[config.mk]
export PLATFORM = sky130hd
export DESIGN_NAME = sev_seg_mux_ctrl
export DESIGN_NICKNAME = d
export VERILOG_FILES = /design/src/rtl/sev_seg_mux_ctrl.sv
export SDC_FILE = /design/constraint.sdc
export NUM_CORES = 1
export LEC_CHECK = 0
export CAP_MARGIN = 20
export CELL_PAD_IN_SITES_DETAIL_PLACEMENT = 0
export CELL_PAD_IN_SITES_GLOBAL_PLACEMENT = 1
export CORE_MARGIN = 2
export CORE_UTILIZATION = 38
export CTS_CLUSTER_SIZE = 12
export DETAILED_ROUTE_END_ITERATION = 10
export PLACE_DENSITY_LB_ADDON = 0.1
export SYNTH_ARGS = -nofsm -noshare
export SYNTH_HDL_FRONTEND = slang
export SYNTH_SLANG_ARGS = --single-unit
[constraint.sdc]
create_clock -name clk -period 1.62 [get_ports clk]
set_input_delay 0.243 -clock clk [delete_from_list [all_inputs] [get_ports clk]]
set_output_delay 0.243 -clock clk [all_outputs]
set_load 0.1 [all_outputs]
[src/rtl/sev_seg_mux_ctrl.sv]
// Two-digit multiplexed seven-segment controller with glitch-free commit of loaded digit pairs.
// Define SEV_SEG_DEADTIME_EN to add blanking states (DEAD0/DEAD1) between lit digits.
module sev_seg_mux_ctrl #(
  parameter int REFRESH_CYCLES = 24000
`ifdef SEV_SEG_DEADTIME_EN
  , parameter int DEAD_CYCLES = 16
`endif
) (
  input  logic       clk,
  input  logic       reset,
  input  logic [3:0] digit0,
  input  logic [3:0] digit1,
  input  logic       load,
  output logic [3:0] s,
  output logic       an0,
  output logic       an1,
  output logic       pending
);

  localparam logic [15:0] REF_LAST = 16'(REFRESH_CYCLES - 1);
`ifdef SEV_SEG_DEADTIME_EN
  localparam logic [15:0] DEAD_LAST = 16'(DEAD_CYCLES - 1);
  typedef enum logic [1:0] {SHOW0, DEAD0, SHOW1, DEAD1} state_t;
`else
  typedef enum logic {SHOW0, SHOW1} state_t;
`endif

  state_t      state_q, state_d, nxt;
  logic [15:0] cnt_q, cnt_d;
  logic [3:0]  disp0_q, disp0_d, disp1_q, disp1_d;
  logic [3:0]  pend0_q, pend0_d, pend1_q, pend1_d;
  logic        pending_q, pending_d;
  logic [3:0]  s_q, s_d;
  logic        an0_q, an0_d, an1_q, an1_d;
  logic        last, commit;

  always_comb begin
    last   = 1'b0;
    nxt    = state_q;
    commit = 1'b0;
`ifdef SEV_SEG_DEADTIME_EN
    unique case (state_q)
      SHOW0: begin last = (cnt_q == REF_LAST);  nxt = DEAD0; end
      DEAD0: begin last = (cnt_q == DEAD_LAST); nxt = SHOW1; end
      SHOW1: begin last = (cnt_q == REF_LAST);  nxt = DEAD1; end
      DEAD1: begin last = (cnt_q == DEAD_LAST); nxt = SHOW0; end
    endcase
    // Only blanking boundaries may change display contents.
    commit = last && (nxt == DEAD0 || nxt == DEAD1);
`else
    last   = (cnt_q == REF_LAST);
    nxt    = (state_q == SHOW0) ? SHOW1 : SHOW0;
    commit = last;
`endif
    state_d = last ? nxt : state_q;
    cnt_d   = last ? 16'd0 : cnt_q + 16'd1;

    disp0_d = disp0_q;
    disp1_d = disp1_q;
    if (commit && pending_q) begin
      disp0_d = pend0_q;
      disp1_d = pend1_q;
    end

    pend0_d   = pend0_q;
    pend1_d   = pend1_q;
    pending_d = pending_q;
    if (load) begin
      pend0_d   = digit0;
      pend1_d   = digit1;
      pending_d = 1'b1;
    end else if (commit) begin
      pending_d = 1'b0;
    end

    // Outputs are computed from next-cycle state so they register alongside it.
`ifdef SEV_SEG_DEADTIME_EN
    s_d = (state_d == SHOW0 || state_d == DEAD1) ? disp0_d : disp1_d;
`else
    s_d = (state_d == SHOW0) ? disp0_d : disp1_d;
`endif
    an0_d = (state_d != SHOW0);
    an1_d = (state_d != SHOW1);
  end

  always_ff @(posedge clk) begin
    if (reset) begin
      state_q   <= SHOW0;
      cnt_q     <= 16'd0;
      disp0_q   <= 4'd0;
      disp1_q   <= 4'd0;
      pend0_q   <= 4'd0;
      pend1_q   <= 4'd0;
      pending_q <= 1'b0;
      s_q       <= 4'd0;
      an0_q     <= 1'b0;
      an1_q     <= 1'b1;
    end else begin
      state_q   <= state_d;
      cnt_q     <= cnt_d;
      disp0_q   <= disp0_d;
      disp1_q   <= disp1_d;
      pend0_q   <= pend0_d;
      pend1_q   <= pend1_d;
      pending_q <= pending_d;
      s_q       <= s_d;
      an0_q     <= an0_d;
      an1_q     <= an1_d;
    end
  end

  assign s       = s_q;
  assign an0     = an0_q;
  assign an1     = an1_q;
  assign pending = pending_q;

endmodule

# [Word level (Yosys, flattened, before mapping)]
# Cells that the tools add are included.
[totals] wordCells=22 out_inout_bits=7 input_bits=11 regBits=39
[op_classes] n_bitwise=1 eq_ne=1 add_sub_neg=1 n_mux=7 reduce_logical=3
[ops] cell="$add 16x1->16 const B" count=1
[ops] cell="$eq 16x15->1 const B" count=1
[ops] cell="$mux 4" count=3
[ops] cell="$mux 1" count=4
[ops] cell="$reduce_bool 2->1" count=1
[ops] cell="$reduce_or 2->1" count=1
[ops] cell="$logic_and 1x1->1" count=1
[ops] cell="$not 1->1" count=1

# [Longest topological paths before layout]
[depth] ltp_word=4 depth_mapped=8 mapped_depth_nobuf=6

# [Worst setup path before layout]
# OpenSTA, ideal clock, no wires.
[synth_path] kind="flip-flop to flip-flop" startpoint="register pending_q (netlist: pending)" endpoint="register s_q[0] (netlist: s[0])" path_stages_with_launch=4 arrival_time_ps=1685 n_path_buf=0 setup_ps=129 synth_period_minus_slack_ps=1814 path_slack_ps=-194 required_time_ps=1491 path_cell_list="dfxtp_1 > nand4_4 > mux2i_1 > o22ai_1"
[synth_via] elab_chain_cells=3 word_cells_on_any_way=4 cone_classes="mux: 3; reduce/logical: 1"
[synth_rtl] item="start, declared" line_no="32" rtl="logic pending_q, pending_d;"
[synth_rtl] item="start signal, assigned" line_no="105" rtl="pending_q <= pending_d;"
[synth_rtl] item="$logic_and 1x1->1 *" line_no="60" rtl="if (commit && pending_q) begin"
[synth_rtl] item="$mux 4" line_no="60"
[synth_rtl] item="$mux 4 *" line_no="80" rtl="s_d = (state_d == SHOW0) ? disp0_d : disp1_d;"
[synth_rtl] item="end signal, assigned" line_no="95" rtl="s_q <= 4'd0;"
[synth_rtl] item="end signal, assigned" line_no="106" rtl="s_q <= s_d;"
[synth_rtl] item="end, declared" line_no="33" rtl="logic [3:0] s_q, s_d;"
# Every way passes the cells marked *; elsewhere a longest branch is shown, timed or not.
# A chain may end at the register's enable or synchronous reset.

# [Final worst setup path]
[layout_path] startpoint="register cnt_q[13]" endpoint="register s_q[2] (netlist: s[2])"
[layout_via] elab_chain_cells=4 word_cells_on_any_way=6 cone_classes="eq/ne: 1; mux: 4; reduce/logical: 1"
[layout_rtl] item="start, declared" line_no="29" rtl="logic [15:0] cnt_q, cnt_d;"
[layout_rtl] item="start signal, assigned" line_no="100" rtl="cnt_q <= cnt_d;"
[layout_rtl] item="$eq 16x15->1 *" line_no="51" rtl="last = (cnt_q == REF_LAST);"
[layout_rtl] item="$logic_and 1x1->1" line_no="60"
[layout_rtl] item="$mux 4" line_no="60"
[layout_rtl] item="$mux 4 *" line_no="80"
# Marks and branches as above.

==> out/qor.txt <==
========================================================================================================
Run status ................................................................................ finished, violations left
Violations in the final reports ........................................................... setup timing
Ranking of synthesized cells by area ...................................................... sky130_fd_sc_hd__dfxtp_1 (51%), sky130_fd_sc_hd__mux2i_1 (10%), sky130_fd_sc_hd__nor2_1 (8.6%), sky130_fd_sc_hd__xor2_1 (4.0%), sky130_fd_sc_hd__xnor2_1 (3.4%)
Most area-hungry cell type in the Yosys netlist ........................................... sky130_fd_sc_hd__dfxtp_1
Clock Power Share .........................................................................        37.6%
Antenna cells .............................................................................            0
Top library cells by usage in the layout, fill and taps aside ............................. sky130_fd_sc_hd__dfxtp_1 (30), sky130_fd_sc_hd__nor2_1 (20), sky130_fd_sc_hd__buf_4 (20)
Areal power density over the cells ........................................................  776 mW/mm^2
Critical-path maximum fanout ..............................................................            6
DIE WIDTH ................................................................................. 67.4 microns
Critical Path Start ....................................................................... cnt_q[13]$_SDFF_PP0_
Post-Synth Adder-Cell Area ................................................................       0.820%
Placer Congestion .........................................................................        0.762
Setup repair after global routing missed its margin .......................................          yes
Effective utilization at floorplan ........................................................        38.7%
Nets@finish ...............................................................................          207
Post-layout min period ....................................................................      1.72 ns
Area growth syn-to-layout .................................................................        58.0%
Gr usage total ............................................................................        15.1%
Grt met3 use ..............................................................................        6.00%
Arrival time worst endpoint ...............................................................      1.89 ns
Non-filler instance count after layout ....................................................          246
Summed negative setup slack over all endpoints ............................................    -0.505 ns
TritonCTS sink count ......................................................................           39
Simple-gate share of the synthesized area .................................................        21.8%
Yosys warns ...............................................................................            0
Number of global-route vias before repair .................................................         1098
Fin. Hold Viols ...........................................................................            0
Count of fill cells added during filler insertion .........................................          315
Footprint of the flip-flops and latches ...................................................    792 sq um
Max Transition Viols Final ................................................................            0
Worst-case clock skew .....................................................................   0.00828 ns
Area occupied by multi-input gates ........................................................    971 sq um
Height of the chip ........................................................................ 67.4 microns
Routed length per placed instance ......................................................... 13.2 microns
Number of synthesized register bits .......................................................           39
Maximum resistive drop on vdd .............................................................   0.000638 V
Type of the setup path with the least slack ............................................... flip-flop to flip-flop
P_int .....................................................................................      1410 uW
TritonCTS clock tree ......................................................................         done
Max Cap Violations ........................................................................            0
Clock buffer count from CTS ...............................................................            5
Layer with the highest usage ..............................................................         met2
Most common cell after layout, fill and taps aside ........................................ sky130_fd_sc_hd__dfxtp_1
Required time reported for the critical path endpoint .....................................      1.79 ns
Endpoint of the lowest-slack register-to-register path .................................... s[2]$_SDFF_PP0_
Maximum count of clock buffers along a single path ........................................            2
Die ar. ................................................................................... 0.00454 sq mm
CTS Root Cell ............................................................................. sky130_fd_sc_hd__clkbuf_8
Net count after synthesis .................................................................          164
Sequential-to-total area share from yosys stat ............................................        51.1%
Depth of the CTS H-tree ...................................................................            2
HPWL after detailed placement .............................................................      2.13 mm
Post-route DRC ............................................................................            0
Largest net degree at the start of global routing .........................................           17
Multiplexer area fraction after synthesis .................................................        12.9%
Total of buffers placed on input and output ports .........................................           17
Critical register-to-register path startpoint ............................................. cnt_q[13]$_SDFF_PP0_
Count of antenna-violating nets left after detailed routing ...............................            0
Proportion of layout cells with a drive suffix above 1 ....................................        44.9%
Final Worst Setup Slack ...................................................................   -0.0963 ns
Mean post-synth cell area .................................................................   10.0 sq um
Worst reg-to-reg setup slack ..............................................................      -0.1 ns
Fmax ......................................................................................      583 MHz
Period utilisation layout .................................................................         106%
Standard-cell rows ........................................................................           23
Global-route met2 utilization .............................................................        22.6%
Dominant combinational cell family by area after synthesis ................................ simple AND/OR/NAND/NOR gates
Post-DR vias/cell .........................................................................         4.73
Instance count of the mapped netlist ......................................................          152
Met1 Use GR ...............................................................................        19.3%
Worst hold path type ...................................................................... flip-flop to flip-flop
Power share of the sequential group .......................................................        53.5%
Total grt overflow ........................................................................            0
Post-synthesis instance area .............................................................. 0.00153 sq mm
Kind of launch point of the worst setup path ..............................................    flip-flop
Post-place setup slack ....................................................................   -0.0665 ns
Max-slew headroom .........................................................................        74.4%
Share of the synthesized netlist area taken by xor and xnor gates .........................        7.46%
First-pass GRT wire length ................................................................      4.91 mm
First-pass DRT Iterations .................................................................            4
Part of the total power dissipated in combinational logic .................................         8.9%
Clock latency on the worst-skew pair ......................................................      0.30 ns
Net switching fraction of the power .......................................................        24.6%
Cell total after placement ................................................................          235
Static Leakage ............................................................................  0.000911 uW
Post-Route WL .............................................................................      3.24 mm
Number of top-level design ports ..........................................................           18
Initial antenna violation count ...........................................................            0
Yosys cell types ..........................................................................           28
Pin slew with the least headroom to its limit .............................................     0.382 ns
Final core area utilization ...............................................................        61.2%
Detailed router's first-iteration violation count .........................................           36
Via count .................................................................................         1163
Depth of the worst register-to-register path ..............................................            5
Post-CTS clock slew at the launch and capture registers of the worst setup and hold paths .      0.08 ns
Power dissipated by switching net loads ...................................................       460 uW
Share of the synthesized area in the top cell type ........................................        51.1%
Setup crit end ............................................................................ s[2]$_SDFF_PP0_
Setup crit end kind .......................................................................    flip-flop
Count of endpoints failing setup in the final report ......................................           19
Post-synthesis compound-gate area fraction ................................................        2.38%
Core Region ............................................................................... 0.00394 sq mm
========================================================================================================
[cells in the mapped netlist]
library cell                number
sky130_fd_sc_hd__dfxtp_1        39
sky130_fd_sc_hd__nor2_1         35
sky130_fd_sc_hd__mux2i_1        16
sky130_fd_sc_hd__nand3_1         8
sky130_fd_sc_hd__nand2_1         7
sky130_fd_sc_hd__xor2_1          7
sky130_fd_sc_hd__xnor2_1         6
sky130_fd_sc_hd__inv_1           5
sky130_fd_sc_hd__o22ai_1         5
sky130_fd_sc_hd__clkbuf_1        3
sky130_fd_sc_hd__and3_1          2
sky130_fd_sc_hd__nor3_1          2
sky130_fd_sc_hd__nor4_1          2
sky130_fd_sc_hd__a21oi_1         1
sky130_fd_sc_hd__buf_4           1
sky130_fd_sc_hd__buf_6           1
sky130_fd_sc_hd__clkbuf_2        1
sky130_fd_sc_hd__ha_1            1
sky130_fd_sc_hd__mux2i_2         1
sky130_fd_sc_hd__mux2i_4         1
sky130_fd_sc_hd__nand2b_1        1
sky130_fd_sc_hd__nand3_2         1
sky130_fd_sc_hd__nand3_4         1
sky130_fd_sc_hd__nand4_4         1
sky130_fd_sc_hd__nand4bb_1       1
sky130_fd_sc_hd__nor2b_1         1
sky130_fd_sc_hd__nor4_4          1
sky130_fd_sc_hd__or2_2           1
[power by group through the flow]
stage,Combinational (uW),Sequential [uW],Clock (uW)
global route,180,1000,767
detailed placement,130,1020,0
floorplan,54.9,1030,0
finish,166,1000,704
global placement,128,1020,0
CTS,133,994,716
[area by class of cell]
class	instances	share of cell area, %
timing repair buffer	42	19.5
clock inverter	2	0.674
sequential	39	32.8
inverter	5	0.778
multi-input combinational	102	40.2
clock buffer	6	3.42
tap	50	2.59
[critical path: stages, from the launching register on]
cell	delay, ns
sky130_fd_sc_hd__dfxtp_2	0.32
sky130_fd_sc_hd__nand4bb_4	0.22
sky130_fd_sc_hd__nor4_4	0.40
sky130_fd_sc_hd__nand3_4	0.20
sky130_fd_sc_hd__mux2i_4	0.31
sky130_fd_sc_hd__o22ai_1	0.14
[how the worst min path moves through the flow]
stage                               to  depth (start not counted)  slack [ns]                  start
2_1_floorplan  pend0_q[0]$_SDFFE_PP0P_                          2        0.39              digit0[0]
3_3_place_gp     disp0_q[2]$_SDFF_PP0_                          2        0.48  disp0_q[2]$_SDFF_PP0_
3_5_place_dp     disp1_q[3]$_SDFF_PP0_                          2        0.49  disp1_q[3]$_SDFF_PP0_
4_1_cts           pending$_SDFFE_PP0P_                          2        0.50   pending$_SDFFE_PP0P_
5_1_grt          disp0_q[1]$_SDFF_PP0_                          2        0.54  disp0_q[1]$_SDFF_PP0_
6_report         disp1_q[1]$_SDFF_PP0_                          2        0.51  disp1_q[1]$_SDFF_PP0_
[per-stage QoR]
step | hold slack [ns] | area [sq um] | total power, uW
2_1_floorplan | 0.390 | 1540 | 1090
3_3_place_gp | 0.478 | 1970 | 1140
3_5_place_dp | 0.486 | 1970 | 1150
4_1_cts | 0.503 | 2100 | 1840
5_1_grt | 0.541 | 2410 | 1950
6_report | 0.509 | 2410 | 1870
[layer usage]
layer,vias up,wire (microns)
met5,-,0
met4,0,56
met3,6,97
met2,14,1540
met1,549,1550
li1,594,-
[logic make-up (layout without fill, tap and decap cells)]
logic type | after synthesis | count (layout)
simple gates | 64 | 64
flops | 39 | 39
mux | 18 | 18
xor+xnor | 13 | 13
buf+inv | 11 | 55
compound gates | 6 | 6
fa+ha+maj | 1 | 1
[repair_timing]
action	CTS	global route
gates resized for setup	4	61
cloned	0	1
pin swaps	1	16
hold buffers	0	0
endpoints found under the setup margin	16	31
setup buffers	0	2
[sequential cells by signal (all words and copies together), names as in the netlist]
| name | count |
|---|---|
| an0 | 1 |
| an1 | 1 |
| cnt_q | 16 |
| disp0_q | 4 |
| disp1_q | 4 |
| pend0_q | 4 |
| pend1_q | 4 |
| pending | 1 |
| s | 4 |
No activity file was read; power rests on OpenSTA's default activity.
